**config.mk**
```make
export PLATFORM = sky130hd
export DESIGN_NAME = halt_dump_unit_flat
export DESIGN_NICKNAME = d
export VERILOG_FILES = /design/src/rtl/halt_dump_unit_if.sv /design/src/rtl/halt_dump_unit.sv /design/src/flat_wrapper.sv
export SDC_FILE = /design/constraint.sdc
export NUM_CORES = 1
export LEC_CHECK = 0
export ABC_AREA = 1
export CAP_MARGIN = 30
export CORE_UTILIZATION = 45
export DETAILED_ROUTE_END_ITERATION = 10
export PLACE_DENSITY = 0.77
export SYNTH_ARGS = -nofsm -noshare
export SYNTH_HDL_FRONTEND = slang
export SYNTH_SLANG_ARGS = --single-unit
```
**constraint.sdc**
```tcl
create_clock -name CLK -period 2.7 [get_ports CLK]
set_clock_uncertainty 0.15 [all_clocks]
set_input_delay 0.81 -clock CLK [delete_from_list [all_inputs] [get_ports CLK]]
set_output_delay 0.81 -clock CLK [all_outputs]
set_load 0.005 [all_outputs]
```
**src/rtl/halt_dump_unit_if.sv**
```systemverilog
// Dump-unit bus bundle: memory read port, register read port and the output word stream.
// master = dump unit side, slave = memory/register file plus consumer side.
interface halt_dump_unit_if #(
  parameter int DW     = 16,
  parameter int MEM_AW = 8,
  parameter int REG_AW = 4
);
  logic              mem_rd_en;
  logic [MEM_AW-1:0] mem_rd_addr;
  logic [DW-1:0]     mem_rd_data;
  logic              reg_rd_en;
  logic [REG_AW-1:0] reg_rd_idx;
  logic [DW-1:0]     reg_rd_data;
  logic              dump_valid;
  logic              dump_ready;
  logic [DW-1:0]     dump_data;
  logic              dump_is_reg;
  logic [MEM_AW-1:0] dump_index;

  modport master (
    output mem_rd_en, mem_rd_addr, input mem_rd_data,
    output reg_rd_en, reg_rd_idx, input reg_rd_data,
    output dump_valid, input dump_ready,
    output dump_data, dump_is_reg, dump_index
  );

  modport slave (
    input mem_rd_en, mem_rd_addr, output mem_rd_data,
    input reg_rd_en, reg_rd_idx, output reg_rd_data,
    input dump_valid, output dump_ready,
    input dump_data, dump_is_reg, dump_index
  );
endinterface

```
**src/rtl/halt_dump_unit.sv**
```systemverilog
// Post-halt dump: on a do_halt 1->0 edge, streams memory words then registers out, one word per 3+ cycles.
// First read strobe 1 cycle after start detect, first valid 3 cycles after; holds a word indefinitely while dump_ready=0.
module halt_dump_unit #(
  parameter int DW        = 16,
  parameter int MEM_AW    = 8,
  parameter int MEM_WORDS = 16,
  parameter int REG_AW    = 4,
  parameter int REG_COUNT = 16
) (
  input  logic              CLK,
  input  logic              rst,
  input  logic              do_halt,
  halt_dump_unit_if.master  bus,
  output logic              busy,
  output logic              dump_done
);

  localparam logic [MEM_AW-1:0] MEM_LAST = MEM_AW'(MEM_WORDS - 1);
  localparam logic [MEM_AW-1:0] REG_LAST = MEM_AW'(REG_COUNT - 1);

  typedef enum logic [2:0] {
    S_IDLE, S_MEM_RD, S_MEM_WAIT, S_MEM_OUT,
    S_REG_RD, S_REG_WAIT, S_REG_OUT, S_DONE
  } state_t;

  state_t            state_q, state_d;
  logic              halt_q, halt_d;
  logic [MEM_AW-1:0] idx_q, idx_d;
  logic              mem_rd_en_q, mem_rd_en_d;
  logic [MEM_AW-1:0] mem_rd_addr_q, mem_rd_addr_d;
  logic              reg_rd_en_q, reg_rd_en_d;
  logic [REG_AW-1:0] reg_rd_idx_q, reg_rd_idx_d;
  logic              dump_valid_q, dump_valid_d;
  logic [DW-1:0]     dump_data_q, dump_data_d;
  logic              dump_is_reg_q, dump_is_reg_d;
  logic [MEM_AW-1:0] dump_index_q, dump_index_d;
  logic              busy_q, busy_d;
  logic              dump_done_q, dump_done_d;

  always_comb begin
    state_d       = state_q;
    halt_d        = do_halt;
    idx_d         = idx_q;
    dump_valid_d  = dump_valid_q;
    dump_data_d   = dump_data_q;
    dump_is_reg_d = dump_is_reg_q;
    dump_index_d  = dump_index_q;
    case (state_q)
      S_IDLE: begin
        if (halt_q && !do_halt) begin
          state_d = S_MEM_RD;
          idx_d   = '0;
        end
      end
      S_MEM_RD:   state_d = S_MEM_WAIT;
      S_MEM_WAIT: begin
        state_d       = S_MEM_OUT;
        dump_valid_d  = 1'b1;
        dump_data_d   = bus.mem_rd_data;
        dump_is_reg_d = 1'b0;
        dump_index_d  = idx_q;
      end
      S_MEM_OUT: begin
        // Compare before incrementing so a full 2**MEM_AW sweep never wraps.
        if (bus.dump_ready) begin
          dump_valid_d = 1'b0;
          if (idx_q == MEM_LAST) begin
            state_d = S_REG_RD;
            idx_d   = '0;
          end else begin
            state_d = S_MEM_RD;
            idx_d   = idx_q + 1'b1;
          end
        end
      end
      S_REG_RD:   state_d = S_REG_WAIT;
      S_REG_WAIT: begin
        state_d       = S_REG_OUT;
        dump_valid_d  = 1'b1;
        dump_data_d   = bus.reg_rd_data;
        dump_is_reg_d = 1'b1;
        dump_index_d  = idx_q;
      end
      S_REG_OUT: begin
        if (bus.dump_ready) begin
          dump_valid_d = 1'b0;
          if (idx_q == REG_LAST) begin
            state_d = S_DONE;
          end else begin
            state_d = S_REG_RD;
            idx_d   = idx_q + 1'b1;
          end
        end
      end
      S_DONE:  state_d = S_IDLE;
      default: state_d = S_IDLE;
    endcase

    // Outputs are registered off the next state so they line up with the state they describe.
    mem_rd_en_d   = (state_d == S_MEM_RD);
    reg_rd_en_d   = (state_d == S_REG_RD);
    mem_rd_addr_d = mem_rd_en_d ? idx_d : mem_rd_addr_q;
    reg_rd_idx_d  = reg_rd_en_d ? idx_d[REG_AW-1:0] : reg_rd_idx_q;
    dump_done_d   = (state_d == S_DONE);
    busy_d        = (state_d != S_IDLE) && (state_d != S_DONE);
  end

  always_ff @(posedge CLK) begin
    if (rst) begin
      state_q       <= S_IDLE;
      halt_q        <= 1'b0;
      idx_q         <= '0;
      mem_rd_en_q   <= 1'b0;
      mem_rd_addr_q <= '0;
      reg_rd_en_q   <= 1'b0;
      reg_rd_idx_q  <= '0;
      dump_valid_q  <= 1'b0;
      dump_data_q   <= '0;
      dump_is_reg_q <= 1'b0;
      dump_index_q  <= '0;
      busy_q        <= 1'b0;
      dump_done_q   <= 1'b0;
    end else begin
      state_q       <= state_d;
      halt_q        <= halt_d;
      idx_q         <= idx_d;
      mem_rd_en_q   <= mem_rd_en_d;
      mem_rd_addr_q <= mem_rd_addr_d;
      reg_rd_en_q   <= reg_rd_en_d;
      reg_rd_idx_q  <= reg_rd_idx_d;
      dump_valid_q  <= dump_valid_d;
      dump_data_q   <= dump_data_d;
      dump_is_reg_q <= dump_is_reg_d;
      dump_index_q  <= dump_index_d;
      busy_q        <= busy_d;
      dump_done_q   <= dump_done_d;
    end
  end

  assign bus.mem_rd_en   = mem_rd_en_q;
  assign bus.mem_rd_addr = mem_rd_addr_q;
  assign bus.reg_rd_en   = reg_rd_en_q;
  assign bus.reg_rd_idx  = reg_rd_idx_q;
  assign bus.dump_valid  = dump_valid_q;
  assign bus.dump_data   = dump_data_q;
  assign bus.dump_is_reg = dump_is_reg_q;
  assign bus.dump_index  = dump_index_q;
  assign busy            = busy_q;
  assign dump_done       = dump_done_q;

endmodule

```
**src/flat_wrapper.sv**
```systemverilog
// flat-port wrapper written by rule: the top's interface ports become plain ports
module halt_dump_unit_flat 
#(
  parameter int DW        = 16,
  parameter int MEM_AW    = 8,
  parameter int MEM_WORDS = 16,
  parameter int REG_AW    = 4,
  parameter int REG_COUNT = 16
)
  (CLK, rst, do_halt, busy, dump_done, bus_mem_rd_en, bus_mem_rd_addr, bus_mem_rd_data, bus_reg_rd_en, bus_reg_rd_idx, bus_reg_rd_data, bus_dump_valid, bus_dump_ready, bus_dump_data, bus_dump_is_reg, bus_dump_index);
  halt_dump_unit_if #(.DW(DW), .MEM_AW(MEM_AW), .REG_AW(REG_AW)) bus_i ();
  input  logic CLK;
  input  logic rst;
  input  logic do_halt;
  output logic busy;
  output logic dump_done;
  output wire logic [$bits(bus_i.mem_rd_en)-1:0] bus_mem_rd_en;
  output wire logic [$bits(bus_i.mem_rd_addr)-1:0] bus_mem_rd_addr;
  input wire logic [$bits(bus_i.mem_rd_data)-1:0] bus_mem_rd_data;
  output wire logic [$bits(bus_i.reg_rd_en)-1:0] bus_reg_rd_en;
  output wire logic [$bits(bus_i.reg_rd_idx)-1:0] bus_reg_rd_idx;
  input wire logic [$bits(bus_i.reg_rd_data)-1:0] bus_reg_rd_data;
  output wire logic [$bits(bus_i.dump_valid)-1:0] bus_dump_valid;
  input wire logic [$bits(bus_i.dump_ready)-1:0] bus_dump_ready;
  output wire logic [$bits(bus_i.dump_data)-1:0] bus_dump_data;
  output wire logic [$bits(bus_i.dump_is_reg)-1:0] bus_dump_is_reg;
  output wire logic [$bits(bus_i.dump_index)-1:0] bus_dump_index;
  assign bus_mem_rd_en = bus_i.mem_rd_en;
  assign bus_mem_rd_addr = bus_i.mem_rd_addr;
  assign bus_i.mem_rd_data = bus_mem_rd_data;
  assign bus_reg_rd_en = bus_i.reg_rd_en;
  assign bus_reg_rd_idx = bus_i.reg_rd_idx;
  assign bus_i.reg_rd_data = bus_reg_rd_data;
  assign bus_dump_valid = bus_i.dump_valid;
  assign bus_i.dump_ready = bus_dump_ready;
  assign bus_dump_data = bus_i.dump_data;
  assign bus_dump_is_reg = bus_i.dump_is_reg;
  assign bus_dump_index = bus_i.dump_index;
  halt_dump_unit #(.DW(DW), .MEM_AW(MEM_AW), .MEM_WORDS(MEM_WORDS), .REG_AW(REG_AW), .REG_COUNT(REG_COUNT)) u_core (.CLK(CLK), .rst(rst), .do_halt(do_halt), .bus(bus_i), .busy(busy), .dump_done(dump_done));
endmodule
```
# Word level (Yosys, flattened, before mapping)
# Index checks and enable logic that the tools add are counted.
[word_totals]
in_bits = 36
mem_count = 0
romBits = 0
latch_bits = 0
register_bits = 54
ramBits = 0
out_inout_bits = 42
[classes]
eq_ne = 13
n_bitwise = 0
div_mod_pow = 0
addsub = 1
n_shift = 0
n_reduce_logical = 10
mux = 16
n_mul = 0
order_cmp = 0
[op_table]
columns = ["cell", "count"]
rows = [
  ["two-way mux 8 bit", 5],
  ["one-hot mux 16 bit (2 select lines)", 1],
  ["one-hot mux 3 bit (8 select lines)", 1],
  ["one-hot mux 8 bit (3 select lines)", 1],
  ["== test 3 bit, second input constant", 6],
  ["two-way mux 3 bit", 4],
  ["adder 8 x 1 -> 8 bit, second input constant", 1],
  ["== test 8 x 4 -> 1 bit, second input constant", 1],
  ["== test 3 x 1 -> 1 bit, second input constant", 2],
  ["== test 3 x 2 -> 1 bit, second input constant", 2],
  ["one-hot mux 1 bit (2 select lines)", 2],
  ["nonzero test 2 bit", 2],
  ["OR reduction 2 bit", 2],
  ["zero test 3 bit", 1],
  ["!= test 3 bit, second input constant", 1],
  ["nonzero test 3 bit", 1],
  ["logical AND 1 bit", 2],
  ["two-way mux 2 bit", 1],
  ["!= test 2 x 1 -> 1 bit, second input constant", 1],
  ["AND reduction 2 bit", 1],
  ["zero test 1 bit", 1],
  ["two-way mux 1 bit", 1],
]

# Depth between registers and ports, before layout
# Gate-level depths: netlist (run 1).
[logic_depth]
word_depth = 6
mapped_depth = 13
depth_no_buf = 12

# Least setup slack after synthesis (run 1)
# No wires, ideal clock.
[synth_timing]
kind = "input-to-reg"
from = "in bus_dump_ready"
to = "reg u_core.mem_rd_addr_q[1] (netlist: u_core.bus.mem_rd_addr[1])"
slack_ns = 0.728
arrival_time_ns = 1.709
path_buffers = 2
setup_time_ns = 0.113
required_ns = 2.437
stages = 10
cell_sequence = "inv_2 > buf_2 > nand2_1 > nand3_1 > nand3_2 > nor2_4 > nor2_4 > buf_6 > nor2_1 > nor2_1"
[synth_between]
elab_chain_cells = 3
word_cells_on_any_way = 7
[synth_rtl]
columns = ["item", "line", "rtl"]
rows = [
  ["from (decl)", "flat_wrapper.sv:24", "input wire logic [$bits(bus_i.dump_ready)-1:0] bus_dump_ready;"],
  ["two-way mux 3 bit, on equally long branches", "halt_dump_unit.sv:85, halt_dump_unit.sv:65", ""],
  ["one-hot mux 3 bit (8 select lines)", "halt_dump_unit.sv:48", "case (state_q)"],
  ["== test 3 x 1 -> 1 bit", "halt_dump_unit.sv:100", "mem_rd_en_d = (state_d == S_MEM_RD);"],
  ["to (signal assigned)", "halt_dump_unit.sv:128", "mem_rd_addr_q <= mem_rd_addr_d;"],
  ["to (decl)", "halt_dump_unit.sv:30", "logic [MEM_AW-1:0] mem_rd_addr_q, mem_rd_addr_d;"],
]
# Parallel ways exist; a longest one is shown, timed or not.
# A chain may end at the register's enable or synchronous reset.

# Worst setup path after layout (run 1)
[layout_timing]
from = "in bus_dump_ready"
to = "reg u_core.reg_rd_idx_q[2] (netlist: u_core.bus.reg_rd_idx[2])"
[layout_between]
elab_chain_cells = 3
word_cells_on_any_way = 7
[layout_rtl]
columns = ["item", "line", "rtl"]
rows = [
  ["two-way mux 3 bit, on equally long branches", "halt_dump_unit.sv:85, halt_dump_unit.sv:65", ""],
  ["one-hot mux 3 bit (8 select lines)", "halt_dump_unit.sv:48", ""],
  ["== test 3 bit", "halt_dump_unit.sv:101", "reg_rd_en_d = (state_d == S_REG_RD);"],
  ["to (signal assigned)", "halt_dump_unit.sv:130", "reg_rd_idx_q <= reg_rd_idx_d;"],
  ["to (decl)", "halt_dump_unit.sv:32", "logic [REG_AW-1:0] reg_rd_idx_q, reg_rd_idx_d;"],
]
# Parallel ways exist; a longest one is shown, timed or not.

==> results.txt, run 1 <==
----------------------------------------------------
[Outcome]
  Outcome ... complete, no violations

[Route]
  Average vias per placed instance ... ~5.1
  Antenna Violating Nets Remaining ... 0
  Violation count after the first detailed-routing iteration ... 105
  Final routed DRC violation total ... 0
  Routed via count ... approximately 2600
  Routed WL per cell ... 12.62 µm
  First-pass iteration count of the detailed router ... 4
  Total routed wirelength ... between 6 and 7 mm

[Setup path]
  Depth of the worst register-to-register path ... 12
  Worst-case register-to-register setup slack ... around 380 ps
  Terminus of the critical flop-to-flop path ... u_core.bus.reg_rd_idx[0]
  Required time worst endpoint ... 2810 ps
  WS Path Type ... primary input to flip-flop
  CP max FO ... 7
  Data arrival, critical path ... between 2000 and 2500 ps
  CP startpoint kind ... primary input
  Start of the worst register-to-register path ... u_core.idx_q[1]
  Category of the worst setup path capture point ... flip-flop

[Clock tree]
  Longest Clk Path Bufs ... 2
  Number of buffers inserted during clock tree synthesis ... 5
  Count of instances resized after the clock tree is built ... 0
  TritonCTS clock tree ... done
  CTS root buf ... clkbuf_8
  Worst-skew pair later-pin latency ... between 300 and 400 ps
  H-tree level count ... 2
  Clock slew at the register clock pins of the worst setup and hold paths ... ~100 ps
  Setup repair bufs after CTS ... 0
  Post-cts hold buffer count ... 0
  Clock sink total ... 54

[Timing]
  Maximum frequency from static timing analysis ... ~0.43 GHz
  Worst slew margin relative to its limit ... 73.22%
  Post-route setup TNS ... 0 ps
  Max-slew violation count ... 0
  Measured slew at the worst slew-check pin ... 401.7 ps
  Ratio of final minimum period to clock period ... between 80 and 90%
  Unrepaired setup endpoints after global routing ... no
  Setup violators final ... 0
  Minimum period implied by the final worst setup slack ... 2322 ps
  Count of endpoints failing hold in the final timing report ... 0

[Final layout]
  Area growth from synthesis to final layout ... 34.88%
  Combined area of the multi-input logic cells ... 1259 µm²
  Most frequent standard cell in the layout excluding fill and tap cells ... clkdlybuf4s50_1
  Layout net count ... 474
  Most frequent cells in the layout ... 77 x clkdlybuf4s50_1, 70 x nand2_1, 54 x dfxtp_1
  Count of fill cells added during filler insertion ... just under 500
  Largest register FFs ... 16
  Diode count ... 0
  Final design instance area without fill ... 3493 µm²
  Area taken by flip-flops and latches ... 1081 µm²
  Share of layout cells above drive strength 1 ... 9.611%

[Placed design]
  Estimated wirelength of the detail-placed design ... ~4.5 mm
  RD Place Congestion ... 0.8569
  Dpl cell area ... 3403 µm²
  PortBufs ... 77

[Synthesis]
  Post-synth EDFFs ... 0
  Dominant register cell in the synthesized netlist ... dfxtp_1
  Syn avg cell area ... approximately 7.1 µm²
  Largest cells by area after synthesis ... dfxtp_1 42%, nand2_1 10%, nor2_1 6.8%
  Largest area contributor in the netlist ... dfxtp_1
  Fraction of synthesis flops using an asynchronous set or reset pin ... 0%
  Portion of the post-synthesis area used by sequential elements ... between 40% and 50%
  Flip-flop and latch count after synthesis ... 54
  Cells after Synth ... 363
  Share of the synthesized area in the top cell type ... 41.74%
  Unique masters post-synth ... 32
  Net count after synthesis ... ~400
  Syn. warnings ... 0
  Mapped Area ... 2590 µm²

[Flow run]
  Max-cap violation count ... 0

[Die]
  Starting density of the core ... between 40% and 50%
  Die area ... 6063 µm²
  Die outline height ... 77.87 µm
  Placeable core area ... ~5500 µm²
  Io pins ... 78
  Die width ... 77.87 µm
  Total number of placement rows ... 27

[Worst hold path]
  Type of the most critical hold path ... flip-flop to flip-flop
  Hold path depth ... 2
  Hold path startpoint ... u_core.bus.dump_is_reg
  Worst min-delay path endpoint ... u_core.bus.dump_is_reg

[GRT]
  Initial antenna violation count ... 0
  Overall fraction of global-route tracks in use ... 22.61%
  First-pass GRT wire length ... ~11 mm
  Overflow left after global routing ... 0
  Vias in the first global route ... 2448
  Largest net degree at the start of global routing ... 49

[Pwr]
  Max VDD drop ... between 0.0004 and 0.0005 V
  Leakage component of the power ... 1.438 nW
  Power Dens Cells ... between 600 and 700 nW/µm²

----------------------------------------------------
## final cells by class
class | count | area share [%]
timing repair buffer | 85 | 23.78
multi-input combinational | 252 | 36.03
sequential | 54 | 30.95
clock buffer | 5 | 1.970
tap | 72 | 2.579
inverter | 38 | 4.083
clock inverter | 3 | 0.6089
## per-layer routing
metal | vias to the layer above | GRT usage (%) | part of all wire (%)
li1 | 1342 | - | -
met3 | 6 | 5.412 | 7.1
met2 | 79 | 37.26 | 44
met1 | 1175 | 28.91 | 48
met4 | 0 | 7.358 | 0.92
met5 | - | 0 | 0
## synth_stat cells, types with 5 or more instances
master    number
inv_2          7
nand2_1       70
clkbuf_1      10
dfxtp_1       54
a31oi_1       16
nand3_1       24
inv_1         30
nand4_1       18
o21ai_0       32
a21oi_1       13
nand2_2        6
nor2_1        47
buf_2          5
## critical path, stage by stage
cell and delay [ps]:
clkdlybuf4s50_1 510, inv_2 80, nor2_2 140, nand2_2 90, a21oi_2 170, inv_1 60, nor2_2 130, nand4_2 180
nand2_1 110, nand2_1 50, nor2_1 100
## report_power, final
group | total (mW) | leakage, nW | switching (mW) | internal [mW]
Clock | 0.450 | 0.0441 | 0.268 | 0.183
Combinational | 0.802 | 0.954 | 0.407 | 0.394
Sequential | 0.997 | 0.440 | 0.0678 | 0.929
## logic make-up (layout without fill, tap and decap cells)
logic type                 count (synthesis)  after routing  share of synthesized area [%]
buffers and inverters                     57            131                          9.662
and+or+nand+nor                          177            177                          31.55
DFF                                       54             54                          41.74
adders and majority gates                  2              2                         0.9660
AOI/OAI and AO/OA                         71             71                          15.41
xor gates and xnor gates                   2              2                         0.6765
## worst max-delay path by stage
stage                                     end  cells past startpoint  slack (ps)       startpoint
floorplan           u_core.bus.mem_rd_addr[1]                     10         730   bus_dump_ready
global placement     u_core.bus.reg_rd_idx[1]                     10         100   bus_dump_ready
detailed placement  u_core.bus.mem_rd_addr[7]                     11          50   bus_dump_ready
CTS                  u_core.bus.reg_rd_idx[3]                     11         380   bus_dump_ready
global route         u_core.bus.reg_rd_idx[0]                     12         200  u_core.idx_q[0]
finish               u_core.bus.reg_rd_idx[2]                     11         380   bus_dump_ready
## metrics by stage
step	setup WS (ps)	util, %	power, mW	hold slack, ps	instances
6_report	378.3	63.05	2.250	325.1	509
5_1_grt	195.8	63.05	2.413	365.8	509
4_1_cts	379.4	63.05	2.270	329.8	509
3_5_place_dp	53.58	61.43	1.813	303.9	501
3_3_place_gp	96.14	61.43	1.799	295.6	501
2_1_floorplan	728.1	-	1.456	305.6	363
Power figures use the tool's default switching activity.
==> inputs of run 2 (changes only) <==
CORE_UTILIZATION = 34   (was 45)
PLACE_DENSITY = not set   (was 0.77)
==> run 2 against run 1 <==
Final cell count grew 5.5%. Design area is 1.8% higher. Via count down 0.92%. Worst hold slack worse by 14 ps. Critical path depth up 1. Critical path type is now flip-flop to flip-flop.
==> results.txt, run 2 (synthesized netlist as in run 1, its figures left out) <==
----------------------------------------------------
[Timing]
  Ratio of final minimum period to clock period ... 87.21% (was 85.99%)
  Count of endpoints failing hold in the final timing report ... 0 (unchanged)
  Unrepaired setup endpoints after global routing ... no (unchanged)
  Maximum frequency from static timing analysis ... 0.4247 GHz (was 0.4307 GHz)
  Setup violators final ... 0 (unchanged)
  Measured slew at the worst slew-check pin ... 398.1 ps (was 401.7 ps)
  Post-route setup TNS ... 0 ps (unchanged)
  Minimum period implied by the final worst setup slack ... 2355 ps (was 2322 ps)
  Worst slew margin relative to its limit ... 73.46% (was 73.22%)
  Hold_ws ... 311.4 ps (was 325.1 ps)
  Max-slew violation count ... 0 (unchanged)

[Placed design]
  Estimated wirelength of the detail-placed design ... 4.859 mm (was 4.528 mm)
  PortBufs ... 77 (unchanged)
  Placed Instances ... 529 (was 501)
  RD Place Congestion ... 0.8332 (was 0.8569)

[Die]
  Total number of placement rows ... 31 (was 27)
  Starting density of the core ... 35.52% (was 46.75%)
  Placeable core area ... 7292 µm² (was 5540 µm²)
  Die area ... 7971 µm² (was 6063 µm²)
  Die outline height ... 89.28 µm (was 77.87 µm)
  Die width ... 89.28 µm (was 77.87 µm)
  Io pins ... 78 (unchanged)

[GRT]
  Overflow left after global routing ... 0 (unchanged)
  Initial antenna violation count ... 0 (unchanged)
  First-pass GRT wire length ... 10.76 mm (was 10.95 mm)
  Vias in the first global route ... 2383 (was 2448)
  Overall fraction of global-route tracks in use ... 17.26% (was 22.61%)
  Largest net degree at the start of global routing ... 49 (unchanged)

[Final layout]
  Most frequent cells in the layout ... 77 x clkdlybuf4s50_1, 70 x nand2_1, 54 x dfxtp_1 (unchanged)
  Most frequent standard cell in the layout excluding fill and tap cells ... clkdlybuf4s50_1 (unchanged)
  Largest register FFs ... 16 (unchanged)
  Finished Layout Cells ... 537 (was 509)
  Layout net count ... 475 (was 474)
  Final core utilization ... 48.75% (was 63.05%)
  Area growth from synthesis to final layout ... 37.25% (was 34.88%)
  Diode count ... 0 (unchanged)
  Count of fill cells added during filler insertion ... 781 (was 495)
  Share of layout cells above drive strength 1 ... 9.589% (was 9.611%)

[Route]
  First-pass iteration count of the detailed router ... 4 (unchanged)
  Routed via count ... 2578 (was 2602)
  Total routed wirelength ... 6.697 mm (was 6.425 mm)
  Routed WL per cell ... 12.47 µm (was 12.62 µm)
  Antenna Violating Nets Remaining ... 0 (unchanged)
  Average vias per placed instance ... 4.801 (was 5.112)
  Violation count after the first detailed-routing iteration ... 130 (was 105)
  Final routed DRC violation total ... 0 (unchanged)

[Clock tree]
  H-tree level count ... 2 (unchanged)
  Number of buffers inserted during clock tree synthesis ... 5 (unchanged)
  TritonCTS clock tree ... done (unchanged)
  Post-cts hold buffer count ... 0 (unchanged)
  CTS root buf ... clkbuf_8 (unchanged)
  Worst-skew pair later-pin latency ... 300 ps (was 310 ps)
  Clock sink total ... 54 (unchanged)
  Count of instances resized after the clock tree is built ... 0 (unchanged)
  Setup repair bufs after CTS ... 0 (unchanged)
  Longest Clk Path Bufs ... 2 (unchanged)
  Clock slew at the register clock pins of the worst setup and hold paths ... 100 ps (about the same)

[Pwr]
  Leakage component of the power ... 1.449 nW (was 1.438 nW)
  Power Dens Cells ... 658.1 nW/µm² (was 644.0 nW/µm²)
  Final total power ... 2.339 mW (was 2.250 mW)
  Max VDD drop ... 0.0004391 V (was 0.0004154 V)

[Setup path]
  Category of the worst setup path capture point ... flip-flop (unchanged)
  CP startpoint kind ... flip-flop (was primary input)
  Required time worst endpoint ... 2750 ps (was 2810 ps)
  WS Path Type ... flip-flop to flip-flop (was primary input to flip-flop)
  CP max FO ... 5 (was 7)
  Data arrival, critical path ... 2410 ps (was 2430 ps)

[Worst hold path]
  Type of the most critical hold path ... flip-flop to flip-flop (unchanged)

[Flow run]
  Max-cap violation count ... 0 (unchanged)

[Outcome]
  Outcome ... complete, no violations (unchanged)

----------------------------------------------------
## run 2: cell types whose count changed in the layout (fill, tap and decap cells not counted)
cell and delta:
buf_4 +1, bufinv_16 +1, clkbuf_1 +1, clkinv_2 -1
clkinv_4 -1
## run 2: final cells by class
type / count / area [µm²] / share of cell area, %
multi-input combinational: 252 / 1259 / 35.41
sequential: 54 / 1081 / 30.41
timing repair buffer: 86 / 838.3 / 23.58
inverter: 38 / 142.6 / 4.013
tap: 99 / 123.9 / 3.485
clock buffer: 6 / 72.57 / 2.042
clock inverter: 2 / 37.54 / 1.056
## run 2: worst max-delay path, cell delays in order (launching register included)
cell and delay (ps):
dfxtp_1 410, ha_1 230, nand3_2 130, nor2_1 210, inv_1 140, ha_1 290, nand2_1 50, nand3_1 80
nand3_1 80, nor2_1 260, nand4_1 130, nand2_1 70, nor2_1 40
## run 2: final timing paths
path              cells after the start  slack, ps                    from                       end
setup reg to reg                     12        350         u_core.idx_q[0]  u_core.bus.reg_rd_idx[0]
hold reg to reg                       2        310  u_core.bus.dump_is_reg    u_core.bus.dump_is_reg
hold / removal                        2        310  u_core.bus.dump_is_reg    u_core.bus.dump_is_reg
setup / recovery                     12        350         u_core.idx_q[0]  u_core.bus.reg_rd_idx[0]
## run 2: layer usage
layer	up-vias	part of all wire, %	wire length [µm]	global-route usage, %
met2	79	45	3008	30.05
li1	1349	-	-	-
met4	0	0.57	38	4.040
met5	-	0	0	0
met3	4	6.9	460	3.509
met1	1146	48	3189	21.96
## run 2: through the flow
| stage | setup WS, ps | area [µm²] |
|---|---|---|
| 3_5_place_dp | 53.25 | 3445 |
| 4_1_cts | 353.4 | 3555 |
| 2_1_floorplan | 728.1 | 2590 |
| 5_1_grt | 105.9 | 3555 |
| 3_3_place_gp | 71.03 | 3445 |
| 6_report | 345.2 | 3555 |
## run 2: report_power, final
part           total [mW]  internal [mW]  switching [mW]  leakage (nW)
registers           0.997          0.929          0.0680         0.440
logic               0.812          0.402           0.410         0.958
clock network       0.530          0.277           0.253        0.0514
total                2.34           1.61           0.731          1.45
==> inputs of run 3 (changes only) <==
ABC_AREA = not set   (was 1)
SKIP_LAST_GASP = 1   (was not set)
==> run 3 against run 2 <==
Sequential share of layout area about the same. Count of clock-buffer cells in the layout unchanged. Final cell count down 13%. Critical endpoint is now u_core.bus.mem_rd_addr[1]. Largest cell class unchanged. Highest routed layer unchanged.
==> results.txt, run 3 <==
----------------------------------------------------
[Synthesis]
  Net count after synthesis ... 325 (was 401)
  Share of the synthesized area in the top cell type ... 43.50% (was 41.74%)
  Synth cell count leaders ... 54 x dfxtp_1, 43 x nor2_1, 26 x nand2_1 (was 70 x nand2_1, 54 x dfxtp_1, 47 x nor2_1)
  Cells after Synth ... 287 (was 363)
  Mapped Area ... 2485 µm² (was 2590 µm²)
  Syn. warnings ... 0 (unchanged)
  Fraction of synthesis flops using an asynchronous set or reset pin ... 0% (unchanged)
  Flip-flop and latch count after synthesis ... 54 (unchanged)
  Portion of the post-synthesis area used by sequential elements ... 43.50% (was 41.74%)
  Unique masters post-synth ... 48 (was 32)
  Syn avg cell area ... 8.658 µm² (was 7.135 µm²)
  Largest area contributor in the netlist ... dfxtp_1 (unchanged)
  Dominant register cell in the synthesized netlist ... dfxtp_1 (unchanged)
  Post-synth EDFFs ... 0 (unchanged)
  Largest cells by area after synthesis ... dfxtp_1 44%, mux2i_1 7.3%, nor2_1 6.5% (was dfxtp_1 42%, nand2_1 10%, nor2_1 6.8%)
  Most common cell in the netlist ... dfxtp_1 (was nand2_1)

[Die]
  Placeable core area ... 6944 µm² (was 7292 µm²)
  Die area ... 7655 µm² (was 7971 µm²)
  Die width ... 87.49 µm (was 89.28 µm)
  Die outline height ... 87.49 µm (was 89.28 µm)
  Total number of placement rows ... 30 (was 31)
  Io pins ... 78 (unchanged)
  Starting density of the core ... 35.78% (was 35.52%)

[Timing]
  Ratio of final minimum period to clock period ... 92.78% (was 87.21%)
  Setup violators final ... 0 (unchanged)
  Worst slew margin relative to its limit ... 68.58% (was 73.46%)
  Count of endpoints failing hold in the final timing report ... 0 (unchanged)
  Minimum period implied by the final worst setup slack ... 2505 ps (was 2355 ps)
  Measured slew at the worst slew-check pin ... 469.9 ps (was 398.1 ps)
  Max-slew violation count ... 0 (unchanged)
  Unrepaired setup endpoints after global routing ... no (unchanged)
  Maximum frequency from static timing analysis ... 0.3992 GHz (was 0.4247 GHz)

[GRT]
  Initial antenna violation count ... 0 (unchanged)
  Vias in the first global route ... 2072 (was 2383)
  First-pass GRT wire length ... 10.27 mm (was 10.76 mm)
  Largest net degree at the start of global routing ... 41 (was 49)
  Overflow left after global routing ... 0 (unchanged)
  Overall fraction of global-route tracks in use ... 17.12% (was 17.26%)

[Route]
  First-pass iteration count of the detailed router ... 4 (unchanged)
  Routed via count ... 2310 (was 2578)
  Violation count after the first detailed-routing iteration ... 123 (was 130)
  Routed WL per cell ... 13.31 µm (was 12.47 µm)
  Final routed DRC violation total ... 0 (unchanged)
  Antenna Violating Nets Remaining ... 0 (unchanged)
  Total routed wirelength ... 6.243 mm (was 6.697 mm)
  Average vias per placed instance ... 4.925 (was 4.801)

[Clock tree]
  TritonCTS clock tree ... done (unchanged)
  Longest Clk Path Bufs ... 2 (unchanged)
  Count of instances resized after the clock tree is built ... 0 (unchanged)
  Number of buffers inserted during clock tree synthesis ... 5 (unchanged)
  CTS root buf ... clkbuf_8 (unchanged)
  Clock slew at the register clock pins of the worst setup and hold paths ... 100 ps (about the same)
  H-tree level count ... 2 (unchanged)
  Setup repair bufs after CTS ... 0 (unchanged)
  Post-cts hold buffer count ... 0 (unchanged)
  Clock sink total ... 54 (unchanged)
  Worst-skew pair later-pin latency ... 300 ps (about the same)

[Placed design]
  RD Place Congestion ... 0.8500 (was 0.8332)
  Estimated wirelength of the detail-placed design ... 4.626 mm (was 4.859 mm)
  Dpl cell area ... 3431 µm² (was 3445 µm²)
  PortBufs ... 77 (unchanged)

[Pwr]
  Leakage component of the power ... 1.397 nW (was 1.449 nW)
  Part of the total power dissipated in combinational logic ... 13.4% (was 34.7%)
  Power Dens Cells ... 459.4 nW/µm² (was 658.1 nW/µm²)
  Internal power ... 1.255 mW (was 1.608 mW)
  Sw Ratio ... 23.08% (was 31.24%)
  Max VDD drop ... 0.0003232 V (was 0.0004391 V)
  Clock power frac ... 35.3% (was 22.6%)
  Net Switching ... 0.3766 mW (was 0.7308 mW)
  Sequential share of power ... 51.4% (was 42.6%)

[Final layout]
  Final core utilization ... 51.15% (was 48.75%)
  Largest register FFs ... 16 (unchanged)
  Most frequent cells in the layout ... 76 x clkdlybuf4s50_1, 54 x dfxtp_1, 43 x nor2_1 (was 77 x clkdlybuf4s50_1, 70 x nand2_1, 54 x dfxtp_1)
  Area growth from synthesis to final layout ... 42.95% (was 37.25%)
  Layout net count ... 410 (was 475)
  Most frequent standard cell in the layout excluding fill and tap cells ... clkdlybuf4s50_1 (unchanged)
  Share of layout cells above drive strength 1 ... 12.33% (was 9.589%)
  Final design instance area without fill ... 3552 µm² (was 3555 µm²)
  Diode count ... 0 (unchanged)
  Count of fill cells added during filler insertion ... 687 (was 781)

[Setup path]
  Cell class contributing the biggest share of worst-path delay ... compound AO/OA/AOI/OAI gates (was simple AND/OR/NAND/NOR gates)
  CP max FO ... 4 (was 5)
  Category of the worst setup path capture point ... flip-flop (unchanged)
  Most repeated library cell on the critical path ... a211oi_1 (was nor2_1)
  Master of the slowest instance on the critical path ... or4b_4 (was dfxtp_1)
  Worst-case register-to-register setup slack ... 350 ps (about the same)
  Maximum cell stage delay along the critical path ... 530 ps (was 410 ps)
  Data arrival, critical path ... 2540 ps (was 2410 ps)
  WS Path Type ... primary input to flip-flop (was flip-flop to flip-flop)
  CP startpoint kind ... primary input (was flip-flop)
  Required time worst endpoint ... 2740 ps (was 2750 ps)
  Number of buffer and inverter stages on the critical path ... 1 (unchanged)
  Sequence of cells on the critical path ... clkdlybuf4s50_1 > or4b_4 > a21oi_1 > nor2_1 > a211oi_1 > a211oi_1 (was ha_1 > nand3_2 > nor2_1 > inv_1 > ha_1 > nand2_1 > nand3_1 > nand3_1 > nor2_1 > nand4_1 > nand2_1 > nor2_1)

[Flow run]
  Max-cap violation count ... 0 (unchanged)

[Outcome]
  Outcome ... complete, no violations (unchanged)

[Worst hold path]
  Type of the most critical hold path ... flip-flop to flip-flop (unchanged)

----------------------------------------------------
[run 3: tightest hold or removal path, stage by stage (launching register included)]
cell	delay (ps)
dfxtp_1	320
nand2_1	50
a21oi_1	50
[run 3: cells by family after synthesis]
family / Yosys count / synth area share [%]
muxes: 19 / 7.704
xor gates and xnor gates: 2 / 0.7051
adders and majority gates: 2 / 1.007
DFF: 54 / 43.50
buffers and inverters: 26 / 4.985
AOI/OAI and AO/OA: 68 / 19.44
and+or+nand+nor: 116 / 22.66
[run 3: metrics by stage]
step                worst slack, ps  TNS [ps]  total power, mW  hold slack [ps]  instances
detailed placement           -72.44    -113.3            1.077            293.3        461
finish                        194.9         0            1.632            308.0        469
global placement             -83.39    -123.8            1.076            291.6        461
floorplan                     494.9         0           0.9521            298.2        287
global route                  135.4         0            1.714            331.9        469
CTS                           232.3         0            1.659            308.6        469
[run 3: worst paths after layout]
| check | startpoint | cells after the start | endpoint |
|---|---|---|---|
| max | do_halt | 6 | u_core.bus.mem_rd_addr[1] |
| min | u_core.bus.dump_index[1] | 2 | u_core.bus.dump_index[1] |
| max reg2reg | u_core.idx_q[0] | 9 | u_core.bus.mem_rd_addr[0] |
| min reg2reg | u_core.bus.dump_index[1] | 2 | u_core.bus.dump_index[1] |
[run 3: power groups by stage]
| stage | sequential [mW] | clock, mW | combinational (mW) |
|---|---|---|---|
| finish | 0.838 | 0.575 | 0.219 |
| detailed placement | 0.857 | 0 | 0.221 |
| CTS | 0.839 | 0.598 | 0.222 |
| global placement | 0.856 | 0 | 0.220 |
| floorplan | 0.857 | 0 | 0.0954 |
| global route | 0.842 | 0.629 | 0.242 |
[run 3: layout make-up]
cell class	instances	area [µm²]	area share [%]
clock inverter	2	38.79	1.092
clock buffer	6	82.58	2.325
multi-input combinational	207	1280	36.03
tap	96	120.1	3.381
timing repair buffer	99	930.9	26.21
inverter	5	18.77	0.5284
sequential	54	1081	30.43
[run 3: per-layer routing]
layer / wire [µm] / GRT usage, %
met5: 0 / 0
met3: 337 / 3.602
met4: 47 / 5.365
met1: 2991 / 24.47
met2: 2866 / 25.57
